===== src/rtl/filter_frame_controller.sv =====
// Frame sequencer for the RGB filter pipeline: admits one frame of pixel beats, generates m_tlast,
// then watches output columns drain and reports done, protocol errors and a frame count.
//
// state   | meaning
// --------+-------------------------------------------------------------
// S_IDLE  | waiting for start; upstream stalled
// S_FEED  | passing beats to input_buffer, m_tlast on the final beat
// S_DRAIN | upstream stalled, waiting for output columns or watchdog
// S_DONE  | one-cycle completion: done pulse, frame_count increments
module filter_frame_controller #(
    parameter int C_AXIS_TDATA_WIDTH = 32,
    parameter int INPUT_HEIGHT       = 10,
    parameter int COUNT_WIDTH        = 16,
    parameter int TIMEOUT_WIDTH      = 8
) (
    input  logic                          aclk,
    input  logic                          areset,
    input  logic                          start,
    input  logic [COUNT_WIDTH-1:0]        cfg_columns,
    input  logic [COUNT_WIDTH-1:0]        cfg_out_columns,
    input  logic [C_AXIS_TDATA_WIDTH-1:0] s_tdata,
    input  logic                          s_tvalid,
    output logic                          s_tready,
    input  logic                          s_tlast,
    output logic [C_AXIS_TDATA_WIDTH-1:0] m_tdata,
    output logic                          m_tvalid,
    input  logic                          m_tready,
    output logic                          m_tlast,
    input  logic                          out_tvalid,
    input  logic                          out_tready,
    input  logic                          out_tlast,
    output logic                          busy,
    output logic                          done,
    output logic                          err_tlast_early,
    output logic                          err_tlast_missing,
    output logic                          err_timeout,
    output logic [COUNT_WIDTH-1:0]        frame_count
);

    localparam int TOTW = COUNT_WIDTH + $clog2(INPUT_HEIGHT + 1);

    typedef enum logic [1:0] {
        S_IDLE  = 2'd0,
        S_FEED  = 2'd1,
        S_DRAIN = 2'd2,
        S_DONE  = 2'd3
    } state_t;

    state_t                   state_q, state_d;
    logic [TOTW-1:0]          total_q, total_d;
    logic [TOTW-1:0]          beat_cnt_q, beat_cnt_d;
    logic [COUNT_WIDTH-1:0]   out_cols_q, out_cols_d;
    logic [COUNT_WIDTH-1:0]   out_col_cnt_q, out_col_cnt_d;
    logic [COUNT_WIDTH-1:0]   frame_count_q, frame_count_d;
    logic [TIMEOUT_WIDTH-1:0] wdog_q, wdog_d;
    logic                     err_early_q, err_early_d;
    logic                     err_missing_q, err_missing_d;
    logic                     err_timeout_q, err_timeout_d;

    logic                   start_acc;
    logic                   beat_hs;
    logic                   final_beat;
    logic                   out_hs;
    logic                   out_col_hs;
    logic                   cols_done;
    logic                   wdog_full;
    logic [COUNT_WIDTH-1:0] cfg_cols_eff;
    logic [COUNT_WIDTH-1:0] cfg_out_eff;

    assign start_acc    = (state_q == S_IDLE) && start;
    assign beat_hs      = (state_q == S_FEED) && s_tvalid && m_tready;
    assign final_beat   = (beat_cnt_q == (total_q - TOTW'(1)));
    assign out_hs       = out_tvalid && out_tready;
    assign out_col_hs   = out_hs && out_tlast;
    assign cols_done    = (out_col_cnt_q >= out_cols_q);
    assign wdog_full    = &wdog_q;
    assign cfg_cols_eff = (cfg_columns == '0) ? COUNT_WIDTH'(1) : cfg_columns;
    assign cfg_out_eff  = (cfg_out_columns == '0) ? COUNT_WIDTH'(1) : cfg_out_columns;

    always_ff @(posedge aclk or posedge areset) begin
        if (areset) begin
            state_q <= S_IDLE;
        end else begin
            state_q <= state_d;
        end
    end

    always_comb begin
        state_d = state_q;
        case (state_q)
            S_IDLE:  if (start) state_d = S_FEED;
            S_FEED:  if (beat_hs && final_beat) state_d = S_DRAIN;
            // column completion takes priority over a simultaneous watchdog expiry
            S_DRAIN: if (cols_done || wdog_full) state_d = S_DONE;
            S_DONE:  state_d = S_IDLE;
            default: state_d = S_IDLE;
        endcase
    end

    always_comb begin
        s_tready = (state_q == S_FEED) && m_tready;
        m_tvalid = (state_q == S_FEED) && s_tvalid;
        m_tlast  = (state_q == S_FEED) && final_beat;
        busy     = (state_q == S_FEED) || (state_q == S_DRAIN);
        done     = (state_q == S_DONE);
    end

    always_comb begin
        total_d       = total_q;
        beat_cnt_d    = beat_cnt_q;
        out_cols_d    = out_cols_q;
        out_col_cnt_d = out_col_cnt_q;
        frame_count_d = frame_count_q;
        wdog_d        = wdog_q;
        err_early_d   = err_early_q;
        err_missing_d = err_missing_q;
        err_timeout_d = err_timeout_q;

        if (start_acc) begin
            total_d       = TOTW'(cfg_cols_eff) * TOTW'(INPUT_HEIGHT);
            out_cols_d    = cfg_out_eff;
            beat_cnt_d    = '0;
            out_col_cnt_d = '0;
            wdog_d        = '0;
            err_early_d   = 1'b0;
            err_missing_d = 1'b0;
            err_timeout_d = 1'b0;
        end

        if (beat_hs) begin
            beat_cnt_d = beat_cnt_q + TOTW'(1);
            if (s_tlast && !final_beat) err_early_d = 1'b1;
            if (!s_tlast && final_beat) err_missing_d = 1'b1;
        end

        if (((state_q == S_FEED) || (state_q == S_DRAIN)) && out_col_hs && (out_col_cnt_q != '1)) begin
            out_col_cnt_d = out_col_cnt_q + COUNT_WIDTH'(1);
        end

        if (state_q == S_DRAIN) begin
            wdog_d = out_hs ? '0 : wdog_q + TIMEOUT_WIDTH'(1);
            if (wdog_full && !cols_done) err_timeout_d = 1'b1;
        end

        if (state_q == S_DONE) begin
            frame_count_d = frame_count_q + COUNT_WIDTH'(1);
        end
    end

    always_ff @(posedge aclk or posedge areset) begin
        if (areset) begin
            total_q       <= '0;
            beat_cnt_q    <= '0;
            out_cols_q    <= '0;
            out_col_cnt_q <= '0;
            frame_count_q <= '0;
            wdog_q        <= '0;
            err_early_q   <= 1'b0;
            err_missing_q <= 1'b0;
            err_timeout_q <= 1'b0;
        end else begin
            total_q       <= total_d;
            beat_cnt_q    <= beat_cnt_d;
            out_cols_q    <= out_cols_d;
            out_col_cnt_q <= out_col_cnt_d;
            frame_count_q <= frame_count_d;
            wdog_q        <= wdog_d;
            err_early_q   <= err_early_d;
            err_missing_q <= err_missing_d;
            err_timeout_q <= err_timeout_d;
        end
    end

    assign m_tdata           = s_tdata;
    assign err_tlast_early   = err_early_q;
    assign err_tlast_missing = err_missing_q;
    assign err_timeout       = err_timeout_q;
    assign frame_count       = frame_count_q;

endmodule


===== config.mk =====
export PLATFORM = sky130hd
export DESIGN_NAME = filter_frame_controller
export DESIGN_NICKNAME = d
export VERILOG_FILES = /design/src/rtl/filter_frame_controller.sv
export SDC_FILE = /design/constraint.sdc
export NUM_CORES = 1
export LEC_CHECK = 0
export ABC_CLOCK_PERIOD_IN_PS = 3400
export BUFFER_PORTS_ARGS = -buffer_cell sky130_fd_sc_hd__buf_2
export CAP_MARGIN = 5
export CORE_MARGIN = 2
export CORE_UTILIZATION = 57
export DETAILED_ROUTE_END_ITERATION = 6
export PLACE_DENSITY_LB_ADDON = 0.12
export SYNTH_ARGS = -nofsm -noshare
export SYNTH_HDL_FRONTEND = slang
export SYNTH_SLANG_ARGS = --single-unit

===== constraint.sdc =====
create_clock -name aclk -period 3.4 [get_ports aclk]
set_input_delay 0.17 -clock aclk [delete_from_list [all_inputs] [get_ports aclk]]
set_output_delay 0.17 -clock aclk [all_outputs]
set_load 0.02 [all_outputs]

# Yosys cells after proc, flatten, opt, wreduce, memory -nomap -nowiden

Cells that the tools add are included.

Add/sub/neg operators: 5
Multipliers: 1
Magnitude comparators: 1
Equality and inequality tests: 8
Muxes and demuxes: 22
Reduce and logical (&&, ||, !) cells: 26

Operators with widths:

| operator                | number |
|---|---|
| $mux W16                | 4 |
| $mux W20                | 2 |
| $add A16 B1 Y16 const B | 2 |
| $logic_not A16 Y1       | 2 |
| $mux W8                 | 3 |
| $add A20 B1 Y20 const B | 1 |
| $eq A20 B20 Y1          | 1 |
| $sub A20 B1 Y20 const B | 1 |
| $mul A16 B3 Y19 const B | 1 |
| $ge A16 B16 Y1          | 1 |
| $ne A16 B16 Y1 const B  | 1 |
| $logic_and A1 B1 Y1     | 13 |
| $mux W1                 | 9 |
| $add A8 B1 Y8 const B   | 1 |
| $pmux W2 S4             | 1 |
| $reduce_and A8 Y1       | 1 |
| $mux W2                 | 3 |
| $ne A2 B2 Y1 const B    | 3 |
| $reduce_bool A2 Y1      | 3 |
| $eq A2 B2 Y1 const B    | 2 |
| $logic_not A1 Y1        | 3 |
| $reduce_and A3 Y1       | 1 |
| $eq A2 B1 Y1 const B    | 1 |
| $logic_not A2 Y1        | 1 |
| $logic_or A1 B1 Y1      | 2 |

Register bits after elaboration: 100
Input port bits: 73
Output and inout bits: 56

# Logic depth before layout (Yosys ltp)

Word-level depth: 6
Mapped depth: 13

# Worst setup path before layout

OpenSTA, ideal clock, no wires.

Path type: register to register
Start point: register total_q[1]
End point: register state_q[1]
Library setup time: 0.126 ns
Arrival: 2.916 ns
Setup slack: 0.358 ns
Stages on the path, launching flop included: 10
Path buffers: 0
Period minus slack after synthesis: 3.042 ns
Cell sequence: dfrtp_1 > inv_1 > ha_1 > or4b_4 > nor4_4 > and3_1 > or4b_1 > a221o_1 > or2_0 > a221o_1

Cells in the longest elaborated chain, start to end: 5

RTL lines:

| item                        | line | source |
|---|---|---|
| start: declaration          | 50   | `logic [TOTW-1:0] total_q, total_d;` |
| start signal: assignment    | 162  | `total_q <= total_d;` |
| $sub A20 B1 Y20             | 72   | `assign final_beat = (beat_cnt_q == (total_q - TOTW'(1)));` |
| $eq A20 B20 Y1              | 72   |  |
| $logic_and A1 B1 Y1         | 92   | `S_FEED: if (beat_hs && final_beat) state_d = S_DRAIN;` |
| $ne A2 B2 Y1 (no line)      | n/a  |  |
| $reduce_and A3 Y1 (no line) | n/a  |  |
| end signal: assignment      | 84   | `state_q <= state_d;` |
| end: declaration            | 49   | `state_t state_q, state_d;` |

Every way passes these cells.
A chain may end at the register's enable or synchronous reset.

# Worst setup path after layout

Start point: register total_q[1]
End point: output port m_tlast

Cells in the longest elaborated chain, start to end: 3

RTL lines:

| item                | line | source |
|---|---|---|
| $sub A20 B1 Y20     | 72   |  |
| $eq A20 B20 Y1      | 72   |  |
| $logic_and A1 B1 Y1 | 103  | `m_tlast = (state_q == S_FEED) && final_beat;` |
| end: declaration    | 28   | `output logic m_tlast,` |

Every way passes these cells.

==> flow_metrics.tcl <==
set metrics [dict create \
    final-seq-area_sq_um 2500 \
    holdPathStages 2 \
    netlist_area_sq_um 6710 \
    ys_seq_elements 100 \
    grt_max_degree 51 \
    dieArea_sq_um 12700 \
    cts_root_buf "clkbuf_16" \
    worstPathArrival_ps 3090 \
    tightest_slew_ps 724 \
    hp-start "s_tlast" \
    clock.fmax_mhz 307 \
    pwr-share-clk_pct 21.5 \
    fillers 986 \
    initial_core_util_pct 58.5 \
    reg2reg_from "total_q[1]$_DFFE_PP0P_" \
    cap_violations 0 \
    ant_nets 0 \
    grt-ovfl-total 0 \
    syn_inst 741 \
    die_h_um 113 \
    clk_path_buf_depth 2 \
    p_sw_uw 1750 \
    status "completed" \
    synth_most_common_cell "dfrtp_1" \
    slowest_delay_ps 520 \
    vdd_ir_drop_max_mv 0.415 \
    grt_pass1_wl_mm 24.1 \
    synth.top_cell.area_share_pct 37.3 \
    reg2reg_to "state_q[1]$_DFFE_PP0P_" \
    post-route-period-util_pct 95.8 \
    synth_edf_count 0 \
    period_needed_ps 3260 \
    endpoint_kind "primary output" \
    reg2reg_depth 9 \
    cts.sinks 100 \
    place_hpwl_mm 10.5 \
    ys_types 65 \
    gp_congestion 0.879 \
    vias 5404 \
    vias_per_cell 5.97 \
    slew_headroom_pct 51.1 \
    rsz0062_at_grt "false" \
    internal-power_uw 2760 \
    crit_top_cell "or4b_4" \
    multi_input_comb_area_sq_um 3730 \
    yosys.area.top_type "dfrtp_1" \
    min_path_type "input port to flip-flop" \
    finalSetupTns_ps 0 \
    cp-start-kind "flip-flop" \
    whs_ps 30.2 \
    antennaDiodeCount 0 \
    synthTopCellsByArea "dfrtp_1 37%, ha_1 10%, o21ai_0 5.1%" \
    drv_slew 0 \
    io_buffers 64 \
    crit_type "flip-flop to primary output" \
    yosysSeqAreaShare_pct 37.3 \
    syn_area_per_cell_sq_um 9.06 \
    ios 129 \
    synth-main-ff-cell "dfrtp_1" \
    worstPathRequired_ps 3230 \
    core_area_sq_um 11500 \
    hold_violations 0 \
    ys.warnings.count 0 \
    drive_gt1_share_pct 16.4 \
    seqPwrFrac_pct 40.4 \
    regToRegSetupSlack_ps 190 \
    swShare_pct 38.8 \
    p_leak_uw 0.00336 \
    clock_latency_ps 350 \
    cpMaxStageDelayCell "or4b_4" \
    nets 885 \
    die_w_um 113 \
    combPwrFrac_pct 38.0 \
    grt_usage_pct 23.1 \
    drt_iter0_drc 364 \
    wl_mm 13.9 \
    path_cells "inv_1, ha_1, or4b_4, nor4_4, and3_4, or4b_4, a22oi_2, nand3_2, nor2_1, buf_4" \
    powerDensity_nw_per_um2 625 \
    synth_nets 869 \
    fin_skew_ps 6.64 \
    area_growth_pct 7.38 \
    drc 0 \
    power_uw 4510 \
    dr.pass1.iters 5 \
    wl_per_cell_um 15.4 \
    cp_top_family "simple AND/OR/NAND/NOR gates" \
    async_reset_ff_share_pct 100 \
    cts_buffers 9 \
    path_buf_inv 2 \
    cts_tree "done" \
    whs_endpoint "err_tlast_missing$_DFF_PP0_" \
    antenna_found_initial 0 \
    std_cell_rows 39 \
    finalSetupViolations 0 \
    first_global_vias 5162 \
    synth.top_cells.by_count "100 x dfrtp_1, 68 x nand2_1, 68 x o21ai_0, 54 x ha_1, 45 x nand3_1" \
    clk_pin_slew_ps 70 \
    worstPathMaxFanout 5 \
    htreeDepth 3 \
    post-route-util_pct 62.9 \
]
==> power groups by stage <==
stage / combinational, uW / clock (uW) / sequential (uW)
2_1_floorplan: 1390 / 0 / 1760
3_3_place_gp: 1640 / 0 / 1820
3_5_place_dp: 1700 / 0 / 1840
4_1_cts: 1710 / 997 / 1820
5_1_grt: 1940 / 1040 / 1880
6_report: 1710 / 971 / 1820
==> placed cells by master, fill, tap and decap left out, types with 3 or more instances in the layout <==
| cell | instances |
|---|---|
| inv_1 | 31 |
| nor4_1 | 9 |
| or4_1 | 4 |
| o21bai_1 | 3 |
| buf_4 | 9 |
| nand4_1 | 16 |
| dfrtp_1 | 100 |
| mux2_2 | 21 |
| and3_1 | 13 |
| xnor2_1 | 26 |
| o31ai_1 | 11 |
| nand2b_1 | 3 |
| nor2_1 | 43 |
| or3_1 | 3 |
| nand2_1 | 67 |
| and4_1 | 4 |
| nor3_1 | 16 |
| o21ai_0 | 68 |
| ha_1 | 54 |
| clkbuf_16 | 9 |
| or2_2 | 3 |
| and2_1 | 7 |
| a211o_1 | 3 |
| o211ai_1 | 10 |
| mux2i_1 | 4 |
| a21o_1 | 6 |
| a31oi_1 | 5 |
| nor2b_1 | 4 |
| buf_2 | 63 |
| o41ai_1 | 3 |
| xor2_1 | 26 |
| a21oi_1 | 20 |
| nand3_1 | 44 |
| a211oi_1 | 5 |
==> state kept, by name, indices dropped and copies added, names as in the netlist <==
name,flops
beat_cnt_q,20
total_q,19
frame_count,16
out_col_cnt_q,16
out_cols_q,16
wdog_q,8
state_q,2
err_timeout,1
err_tlast_early,1
err_tlast_missing,1
==> worst max path at each step <==
stage,slack (ps),from,to,cells after the start
after floorplan,360,total_q[1]$_DFFE_PP0P_,state_q[1]$_DFFE_PP0P_,9
after global placement,240,total_q[1]$_DFFE_PP0P_,state_q[1]$_DFFE_PP0P_,9
after detailed placement,180,total_q[1]$_DFFE_PP0P_,state_q[1]$_DFFE_PP0P_,9
after CTS,50,total_q[1]$_DFFE_PP0P_,m_tlast,10
after global routing,20,total_q[1]$_DFFE_PP0P_,m_tlast,10
final,140,total_q[1]$_DFFE_PP0P_,m_tlast,10
==> repair_timing <==
item,in CTS,in global routing
hold buffers,1,0
resized for setup,0,6
setup endpoints to repair,0,1
endpoints found under the hold margin,32,0
setup buffers,0,3
==> kinds of logic (layout without fill, tap and decap cells) <==
group | after synthesis | count (layout) | share of synthesized area, %
muxes | 25 | 25 | 4.12
and+or+nand+nor | 253 | 253 | 19.2
DFF | 100 | 100 | 37.3
adders and majority gates | 55 | 55 | 10.4
buffers and inverters | 100 | 121 | 7.51
AOI/OAI and AO/OA | 156 | 156 | 14.7
xor gates and xnor gates | 52 | 52 | 6.78
==> final cells by class <==
| class | count | share of cell area [%] |
|---|---|---|
| Clock inverter | 5 | 0.486 |
| Sequential cell | 100 | 34.7 |
| Clock buffer | 11 | 3.37 |
| Inverter | 32 | 1.70 |
| Timing Repair Buffer | 73 | 5.45 |
| Multi-Input combinational cell | 541 | 51.8 |
| Tap cell | 143 | 2.48 |
==> metal layers <==
layer / global-route usage (%) / wire [um]
met1: 33.0 / 6710
met2: 35.9 / 6210
met3: 3.67 / 663
met4: 8.54 / 324
met5: 0 / 0
==> per-stage QoR <==
| stage | area [sq um] | worst slack (ps) | cells |
|---|---|---|---|
| global placement | 6870 | 244 | 885 |
| finish | 7210 | 142 | 905 |
| global route | 7210 | 18.8 | 905 |
| detailed placement | 6870 | 179 | 885 |
| CTS | 7160 | 50.5 | 902 |
| floorplan | 6710 | 358 | 741 |
No activity file was read; power rests on OpenSTA's default activity.
